===== src/rtl/barrel_math.sv =====
// Barrel-distortion address math: scans the output raster, feeds a translate and a
// rotate CORDIC through AXI-style handshakes and emits the distorted source address.
module barrel_math #(
    parameter int                 IMG_W = 1920,
    parameter int                 IMG_H = 1080,
    parameter logic signed [15:0] K     = 16'sd0
) (
    input  logic        clk,
    input  logic        reset,
    output logic [31:0] tIn_tdata,
    output logic        tIn_tvalid,
    input  logic        tIn_tready,
    input  logic [31:0] tOut_tdata,
    input  logic        tOut_tvalid,
    output logic        tOut_tready,
    output logic [31:0] rCin_tdata,
    output logic        rCin_tvalid,
    output logic        rPin_tvalid,
    input  logic        rCin_tready,
    input  logic        rPin_tready,
    output logic [15:0] rPin_tdata,
    input  logic [31:0] rOut_tdata,
    input  logic        rOut_tvalid,
    output logic        rOut_tready,
    output logic [11:0] xOut,
    output logic [11:0] yOut,
    output logic        addr_vld,
    input  logic        mem_ready
);

    logic [11:0]        xIn, yIn, xIn_d, yIn_d;
    logic signed [15:0] phase;
    logic [15:0]        radius;
    logic signed [15:0] rsq2;

    logic               t_hs, r_hs;
    logic [15:0]        dx, dy;
    logic [9:0]         r2n;
    logic signed [31:0] k_term, rsq2_w;
    logic signed [47:0] rd_w;
    logic [15:0]        rdist;
    logic signed [15:0] xr, yr;
    logic signed [31:0] xs, ys;
    logic [11:0]        xOut_q, yOut_q, xOut_d, yOut_d;
    logic               addr_vld_q;

    // Valids/readies toward the cores are gated by reset so nothing leaks while held.
    assign tIn_tvalid  = mem_ready & reset;
    assign rOut_tready = mem_ready & reset;
    assign t_hs        = tIn_tvalid & tIn_tready;
    assign r_hs        = rOut_tvalid & rOut_tready;

    assign dx        = ({4'b0, xIn} - 16'(IMG_W / 2)) << 3;
    assign dy        = ({4'b0, yIn} - 16'(IMG_H / 2)) << 3;
    assign tIn_tdata = {dy, dx};

    assign radius = tOut_tdata[15:0];
    assign phase  = tOut_tdata[31:16];

    assign rCin_tvalid = tOut_tvalid;
    assign rPin_tvalid = tOut_tvalid;
    assign tOut_tready = rCin_tready & rPin_tready;
    assign rCin_tdata  = {16'd0, rdist};
    assign rPin_tdata  = phase;

    always_comb begin
        r2n    = 10'((32'(radius) * 32'(radius)) >> 22);
        k_term = (32'(K) * $signed({22'b0, r2n})) >>> 4;
        rsq2_w = k_term + 32'sd16;
        if (rsq2_w > 32'sd32767)       rsq2 = 16'sh7fff;
        else if (rsq2_w < -32'sd32768) rsq2 = 16'sh8000;
        else                           rsq2 = 16'(rsq2_w);
        rd_w = ($signed({32'b0, radius}) * 48'(rsq2)) >>> 4;
        if (rd_w < 48'sd0)            rdist = '0;
        else if (rd_w > 48'sd32767)   rdist = 16'd32767;
        else                          rdist = 16'(rd_w);
    end

    always_comb begin
        xIn_d = xIn;
        yIn_d = yIn;
        if (t_hs) begin
            if (xIn == 12'(IMG_W - 1)) begin
                xIn_d = '0;
                yIn_d = (yIn == 12'(IMG_H - 1)) ? '0 : yIn + 12'd1;
            end else begin
                xIn_d = xIn + 12'd1;
            end
        end
    end

    // Rotated Q3 coordinates back to pixel space, clamped to the image.
    assign xr = rOut_tdata[15:0];
    assign yr = rOut_tdata[31:16];
    always_comb begin
        xs     = 32'(xr >>> 3) + 32'(IMG_W / 2);
        ys     = 32'(yr >>> 3) + 32'(IMG_H / 2);
        xOut_d = xOut_q;
        yOut_d = yOut_q;
        if (r_hs) begin
            if (xs < 32'sd0)                 xOut_d = '0;
            else if (xs > 32'(IMG_W - 1))    xOut_d = 12'(IMG_W - 1);
            else                             xOut_d = 12'(xs);
            if (ys < 32'sd0)                 yOut_d = '0;
            else if (ys > 32'(IMG_H - 1))    yOut_d = 12'(IMG_H - 1);
            else                             yOut_d = 12'(ys);
        end
    end

    always_ff @(posedge clk or negedge reset) begin
        if (!reset) begin
            xIn        <= '0;
            yIn        <= '0;
            xOut_q     <= '0;
            yOut_q     <= '0;
            addr_vld_q <= 1'b0;
        end else begin
            xIn        <= xIn_d;
            yIn        <= yIn_d;
            xOut_q     <= xOut_d;
            yOut_q     <= yOut_d;
            addr_vld_q <= r_hs;
        end
    end

    assign xOut     = xOut_q;
    assign yOut     = yOut_q;
    assign addr_vld = addr_vld_q;

endmodule


===== config.mk =====
export PLATFORM = sky130hd
export DESIGN_NAME = barrel_math
export DESIGN_NICKNAME = d
export VERILOG_FILES = /design/src/rtl/barrel_math.sv
export SDC_FILE = /design/constraint.sdc
export NUM_CORES = 1
export LEC_CHECK = 0
export ABC_CLOCK_PERIOD_IN_PS = 1600
export CORE_AREA = 2 2 111 113
export CTS_CLUSTER_DIAMETER = 40
export CTS_CLUSTER_SIZE = 28
export DETAILED_ROUTE_END_ITERATION = 7
export DIE_AREA = 0 0 113 115
export PLACE_DENSITY = 0.65
export SYNTH_ARGS = -nofsm -noshare
export SYNTH_HDL_FRONTEND = slang
export SYNTH_SLANG_ARGS = --single-unit

===== constraint.sdc =====
create_clock -name clk -period 1.6 [get_ports clk]
set_input_delay 0.16 -clock clk [delete_from_list [all_inputs] [get_ports clk]]
set_output_delay 0.16 -clock clk [all_outputs]
set_load 0.02 [all_outputs]

* After elaboration in Yosys (flattened, before gate mapping)
Index checks and enable logic that the tools add are counted.
** Cells by class
- Add/sub/neg operators :: 6
- Equal/unequal tests :: 2
- Order comparisons :: 6
- Bitwise gates (word level) :: 4
- Reduce and logical (&&, ||, !) cells :: 1
- Multiplexer cells :: 8
** Operator list (number)
- $mux 12 :: 6
- $mux 16 :: 2
- $add 13x11->14 const B :: 2
- $gt 14x12->1 const B :: 2
- $lt 14x1->1 const B :: 2
- $sub 12x10->13 const B :: 2
- $add 12x1->12 const B :: 2
- $eq 12x11->1 const B :: 2
- $gt 16x15->1 const B :: 1
- $lt 16x1->1 const B :: 1
- $and 1x1->1 :: 4
- $reduce_and 2->1 :: 1
** Storage, ports and cells
- Input bits :: 72
- Flip-flop bits (word level) :: 49
- Output and inout bits :: 110
- Word-level logic and storage cells :: 32

* Logic depth before layout (Yosys ltp)
Gate-level depths: netlist (run 1).
- Depth in word-level cells :: 4
- Mapped depth :: 8
- Depth with buffers taken out :: 7

* Worst setup path after synthesis (run 1)
OpenSTA, ideal clock, no wires.
- Path type :: register to output
- Start :: reg yIn[2]
- End :: out tIn_tdata[31]
- Cell stages (with the launch flop) :: 5
- Buffers on the path :: 0
- Arrival time :: 1.604 ns
- Slack :: -0.164 ns
- Data required time :: 1.440 ns
- Cell sequence :: dfrtp_1 > ha_1 > a21oi_1 > nand2_1 > a211oi_1
** On the way
- Cells in the longest elaborated chain, start to end :: 1
** Ends and longest elaborated chain
- start: declaration :: RTL line 31 : logic [11:0] xIn, yIn, xIn_d, yIn_d;
- start signal: assignment :: RTL line 119 : yIn <= yIn_d;
- $sub 12x10->13 :: RTL line 54 : assign dy = ({4'b0, yIn} - 16'(IMG_H / 2)) << 3;
- end: declaration :: RTL line 10 : output logic [31:0] tIn_tdata,
No other way between the ends.

* Worst setup path after layout (run 1)
- Start :: reg yIn[3]
- End :: reg yIn[6]
** On the way
- Cells in the longest elaborated chain, start to end :: 2
- Elaborated cells between the ends (all ways) :: 3
- Those cells by class :: 1 x add/sub; 1 x eq/ne; 1 x mux
** Ends and longest elaborated chain
- $add 12x1->12 / $eq 12x11->1 (equally long branches) :: RTL line 85 : yIn_d = (yIn == 12'(IMG_H - 1)) ? '0 : yIn + 12'd1;
- $mux 12 * :: RTL line 85
Mark *: on every way between the ends. The rest lies on a longest branch, timed or not.
A chain may end at the register's enable or synchronous reset.

==> results of run 1 <==
==> cell usage after synthesis (2+ instances only) <==
cell / n
a211oi_1: 2
a21boi_2: 2
a21o_1: 2
a21oi_1: 13
a221o_1: 8
a22o_1: 2
a31oi_1: 3
a32o_1: 4
a32oi_1: 5
and2_1: 7
and3_1: 6
buf_2: 6
buf_4: 51
clkbuf_1: 8
clkbuf_8: 2
dfrtp_1: 49
ha_1: 10
inv_1: 16
nand2_1: 36
nand2b_1: 2
nand3_1: 14
nand3b_1: 2
nand4_1: 6
nor2_1: 17
nor2_2: 2
nor2b_1: 3
nor3_1: 5
nor3b_1: 2
o21ai_0: 13
o31ai_1: 2
o41ai_1: 2
or2_2: 16
or3_1: 5
xnor2_1: 16
xor2_1: 22
==> registers in the layout, indices dropped and copies added, names as in the netlist <==
register and count:
yOut 12, xIn 12, xOut 12, yIn 12
addr_vld 1
==> per-stage QoR <==
step                      cell area (um^2)  instances  TNS [ps]
final                                 5720        714     -1900
after global routing                  5720        714     -3810
after CTS                             5550        707     -1920
after detailed placement              5120        687    -22270
after global placement                5120        687    -19170
after floorplan                       3630        405      -252
==> worst max-delay path, stage by stage (launching register included) <==
cell	delay [ps]
dfrtp_1	360
buf_6	110
buf_6	100
inv_4	40
ha_4	140
and3_4	140
and3_4	150
or3_4	430
buf_6	130
o21ai_2	100
==> metal layers <==
metal / wire length [um] / up-vias
li1: - / 1613
met2: 5280 / 85
met4: 68 / 0
met5: 0 / -
met3: 563 / 7
met1: 4240 / 1599
==> path summary, 6_finish.rpt <==
| check | start | end | slack [ps] | depth (start not counted) |
|---|---|---|---|---|
| min in group clk | tOut_tdata[16] | rPin_tdata[0] | 320 | 0 |
| setup reg to reg | yIn[3] | yIn[6] | -170 | 9 |
| setup / recovery | yIn[3] | yIn[6] | -170 | 9 |
| max in group asynchronous | reset | yOut[4] | 890 | 3 |
| hold / removal | reset | yIn[0] | 100 | 2 |
| hold reg to reg | xOut[11] | xOut[11] | 490 | 1 |
==> what timing repair did <==
action                                  in CTS  in global routing
pin swaps                                   28                 21
resized for setup                          146                 42
setup buffers                               12                  8
endpoints found under the setup margin      71                 50
hold buffers                                 1                  0
endpoints found under the hold margin       11                  0
==> logic make-up after synthesis <==
kind of cell    count (synthesis)
mux                             1
buf+inv                        84
flops                          49
fa+ha+maj                      10
simple gates                  131
xor+xnor                       39
other cells                     1
compound gates                 68
==> final cells by class <==
| cell class | count | area, um^2 |
|---|---|---|
| clock buffers | 7 | 143 |
| multi-input cells | 272 | 2130 |
| flip-flops and latches | 49 | 1230 |
| well taps | 147 | 184 |
| clock inverters | 1 | 30.0 |
| inverters | 16 | 62.6 |
| repair buffers | 222 | 1940 |
| fillers | 1113 | 6090 |
==> placed cells by master, fill, tap and decap left out, types with 5 or more instances in the layout <==
master           count
nand2_1             33
nand3_1              6
nor2_1              16
clkdlybuf4s50_1     80
dfrtp_1             47
dlygate4sd2_1       12
xor2_1              19
ha_4                 5
conb_1              23
xnor2_1             15
buf_4              106
nand4_1              6
a221o_1              8
a32oi_1              5
nand3_2              6
dlymetal6s2s_1       5
a21oi_1              8
a21oi_2              5
buf_6               12
o21ai_0              7
inv_1               10
clkbuf_16            5
or2_2               15
and2_1               7
inv_2                5
==> power by group <==
group	switching (mW)	leakage, nW	total (mW)	internal (mW)
combinational	0.684	1.89	1.39	0.708
sequential	0.100	0.642	1.47	1.37
clock	0.434	0.0841	1.22	0.781
==> run_results.csv, run 1 <==
group,metric,value,unit
outcome,status,"finished, violations left",
outcome,failed_checks,"DRC, setup timing",
yosys,synth_ff_type,"dfrtp_1",
timing,max_freq,564,MHz
cts,cts_buffers,5,
die,start_util,0.295,
yosys,synth_top_family_by_area,"simple AND/OR/NAND/NOR gates",
global_route,met1_usage,0.186,
routing,drcViolationCount,5,
yosys,synthAdderAreaFrac,0.0359,
cts,cts_max_path_buffers,2,
yosys,yosysTopAreaCell,"dfrtp_1",
cts,cts_sinks,49,
finish,syn_to_final_growth,64.0,%
place,port_buffers,117,
die,die_h,115,um
setup_path,start_kind,"register",
yosys,synth_cell_types,57,
global_route,overflow,0,
cts,clk_latency,280,ps
yosys,synth.mux.area_fraction,0.00323,
power_and_ir_drop,p_per_area,713,mW/mm^2
setup_path,crit_fanout,5,
routing,wl,10100,um
place,hpwlAfterDp,7520,um
yosys,synth_compound_gate_area_share,0.151,
power_and_ir_drop,p_leak,2.62,nW
global_route,use_met2,0.273,
die,num_rows,40,
setup_path,worstSetupPathType,"register to register",
routing,drtAntennaViolNets,0,
min_path,hold_class,"primary input to asynchronous set/reset pin",
place,place_congestion,0.898,
setup_path,arrival,1990,ps
global_route,track_usage,0.152,
yosys,syn_inst,383,
timing,worst_pin_slew,506,ps
routing,first_iter_violations,124,
yosys,synth_top_area_share,0.352,
finish,final_core_util,0.484,
timing,drv_slew,0,
cts,htreeDepth,2,
die,die-area,0.0130,mm^2
finish,antenna_cells,0,
finish,final_nets,648,
yosys,synth.area.top_cells,"dfrtp_1 35%, buf_4 11%, xor2_1 5.5%",
routing,drt_pre_antenna_iters,6,
timing,whs,97.2,ps
yosys,async_flop_share,1.00,
routing,vias,3304,
yosys,synth.cell_area,0.00349,mm^2
global_route,globalRouteMet3Util,0.0343,
setup_path,end_kind,"register",
yosys,synth_xor_area_frac,0.100,
timing,report.final.setup_viol,18,
place,pre_cts_ws,-683,ps
die,core,0.0118,mm^2
routing,vias_per_cell,4.63,
cts,tritoncts,"yes",
cts,cts_root_buf,"clkbuf_16",
yosys,ys_ff_latch,49,
yosys,synth-simple-area-share,0.202,
global_route,grt_start_max_net_pins,39,
global_route,grt_pass1_wl,16100,um
cts,cts.clk_slew.worst_paths,60,ps
timing,fin_crit_sh,1.11,
timing,finClkSkew,5.06,ps
flow_run,cap_viol_max_count,0,
yosys,synth_edf_count,0,
yosys,yosysWarningCount,0,
global_route,grt-busiest-layer,"met2",
power_and_ir_drop,fin_total_pwr,4.08,mW
yosys,yosysSeqAreaShare,0.352,
timing,finalHoldViolCount,0,
die,ioPinCount,182,
power_and_ir_drop,peakVddDrop,0.468,mV
timing,layout_setup_ws,-173,ps
finish,drive_gt1_frac,0.390,
timing,max_slew_margin,0.662,
timing,rsz0062_at_grt,"yes",
routing,wl_per_cell,14.2,um
global_route,grt_pass1_vias,3362,
setup_path,required,1810,ps
global_route,grt_antenna_before_repair,0,
die,die_w,113,um
yosys,syn_avg_cell_area,9.11,um^2
timing,min_period,1770,ps
No activity file was read; power rests on OpenSTA's default activity.
==> run 2, diff against run 1 <==
--- a/config.mk
+++ b/config.mk
@@ -5,7 +5,6 @@
 export SDC_FILE = /design/constraint.sdc
 export NUM_CORES = 1
 export LEC_CHECK = 0
-export ABC_CLOCK_PERIOD_IN_PS = 1600
 export CORE_AREA = 2 2 111 113
 export CTS_CLUSTER_DIAMETER = 40
 export CTS_CLUSTER_SIZE = 28
==> results of run 2 <==
No change in the layout: final DEF, timing and power equal those of run 1.
==> RTL change: new RTL, config.mk and constraints of run 1 <==
Reset style: synchronous (`reset`), changed in one clocked block.
--- a/src/rtl/barrel_math.sv
+++ b/src/rtl/barrel_math.sv
@@ -109,3 +109,3 @@
 
-    always_ff @(posedge clk or negedge reset) begin
+    always_ff @(posedge clk) begin
         if (!reset) begin
Function: differs if reset is asserted again (counterexample within 4 cycles, from zero or initial values and one cycle with reset low); with reset held inactive, the same outputs for 4 cycles.
==> RTL change against run 1 <==
The flow still finishes with violations (DRC, setup timing). Register-to-register slack improved by 50 ps. Final area is 0.92% higher. Synthesized cell count is 10% higher. Total power is 16% lower. Non-clock buffer count grew 6. Routed wire length down 0.49%. Synthesized area down 4.6%. Via count rose by 6.4%. Cell count up 6.6%. Sequential cell count unchanged. Critical path depth shrank 2. Worst setup slack got worse by 27 ps. Maximum frequency decreased by 1.5%. Combinational power down 41%. Largest power group is now clock.
==> RTL change: results <==
yosys:
  synth_adder_area_share_pct: 3.76
  yosys-top-cells-area: "dfxtp_1, buf_4, xor2_1"
  synth_seq_area_share_pct: 29.5
  synthFlopType: "dfxtp_1"
  synthMuxAreaShare_pct: 0.338
  synth_top_cells_by_count: "buf_4, dfxtp_1, nor2_1"
  yosysUniqueCellTypes: 46
  synth-compound-area-share_pct: 15.3
layout:
  drive_above_1_share_pct: 37.6
  nets: 695
  fillCellCount: 1103
outcome:
  violations: "DRC, setup timing"
  status: "complete, but fails checks"
pwr:
  p_leak_nw: 2.50
worst_setup_path:
  arrival_ps: 1640
  reg2reg_slack_ps: -120
  cp_max_fo: 2
  startpoint: "yIn[2]$_SDFFE_PN0P_"
  r2r_cells: 8
global_routing:
  grt_max_degree: 19
  use_met2_pct: 27.7
  use_met1_pct: 17.9
  grtUsageTotal_pct: 14.9
sta:
  skew_ps: 2.37
  finalSetupViolCount: 18
  hold_ws_ps: 226
  timing.final.ws_setup_ps: -200
drt:
  wirelength_mm: 10.1
  drc: 11
  viasPerCell: 4.62
worst_hold_path:
  hp-class: "primary input to flop"
placement:
  dp_hpwl_mm: 7.63
  place_ws_ps: -736
  gp_congestion: 0.825
[RTL change: cell types whose count changed after synthesis, sizes merged, moves of 7 or more]
cell / before / now
dfrtp: 49 / 0
nand4: 7 / 14
a21oi: 13 / 21
dfxtp: 0 / 49
nor2: 19 / 37
buf: 58 / 50
a221o: 8 / 0
clkbuf: 10 / 17
nand2: 36 / 26
[RTL change: cell families after synthesis]
family,after synthesis
xor gates and xnor gates,39
buffers and inverters,84
other,1
DFF,49
AOI/OAI and AO/OA,75
and+or+nand+nor,163
adders and majority gates,10
muxes,1
[RTL change: area by class of cell]
cell class,count,area (sq um),share of cell area (%)
timing repair buffer,228,1960,33.9
clock inverter,3,68.8,1.19
tap,147,184,3.19
multi-input combinational,312,2380,41.3
clock buffer,5,125,2.17
inverter,17,66.3,1.15
sequential,49,990,17.1
[RTL change: worst max-delay path by stage]
stage | to | slack (ps)
6_report | tIn_tdata[29] | -200
5_1_grt | tIn_tdata[29] | -290
4_1_cts | tIn_tdata[29] | -230
3_5_place_dp | yOut[3]$_SDFFE_PN0P_ | -740
3_3_place_gp | yOut[3]$_SDFFE_PN0P_ | -670
2_1_floorplan | xOut[10]$_SDFFE_PN0P_ | -70
[RTL change: timing repair]
item / CTS / global route
buffers inserted: 11 / 7
resized for setup: 145 / 54
gates cloned: 1 / 0
endpoints found under the hold margin: 0 / 0
pin swaps: 35 / 25
setup endpoints to repair: 61 / 55
[RTL change: critical path, stage by stage, from the launching register on]
cell and delay, ps:
dfxtp_2 340, ha_4 170, a21oi_4 130, nor3b_4 210, nand2b_1 140, nand2_2 100
xor2_2 130, buf_6 130
[RTL change: where the power goes]
part           total, mW  leakage [nW]  switching (mW)  internal [mW]
registers           1.26         0.400          0.0139           1.24
clock network       1.37        0.0944           0.469          0.901
logic              0.818          2.00           0.403          0.415
[RTL change: metal layers]
layer | wire, microns | up-vias
met1 | 4140 | 1630
met2 | 5380 | 102
li1 | - | 1779
met5 | 0 | -
met3 | 527 | 4
met4 | 44 | 0
[RTL change: metrics by stage]
step                      std cells  area (sq um)
after detailed placement        735          5170
after global placement          735          5170
after global routing            761          5770
after CTS                       754          5620
final                           761          5770
after floorplan                 444          3540
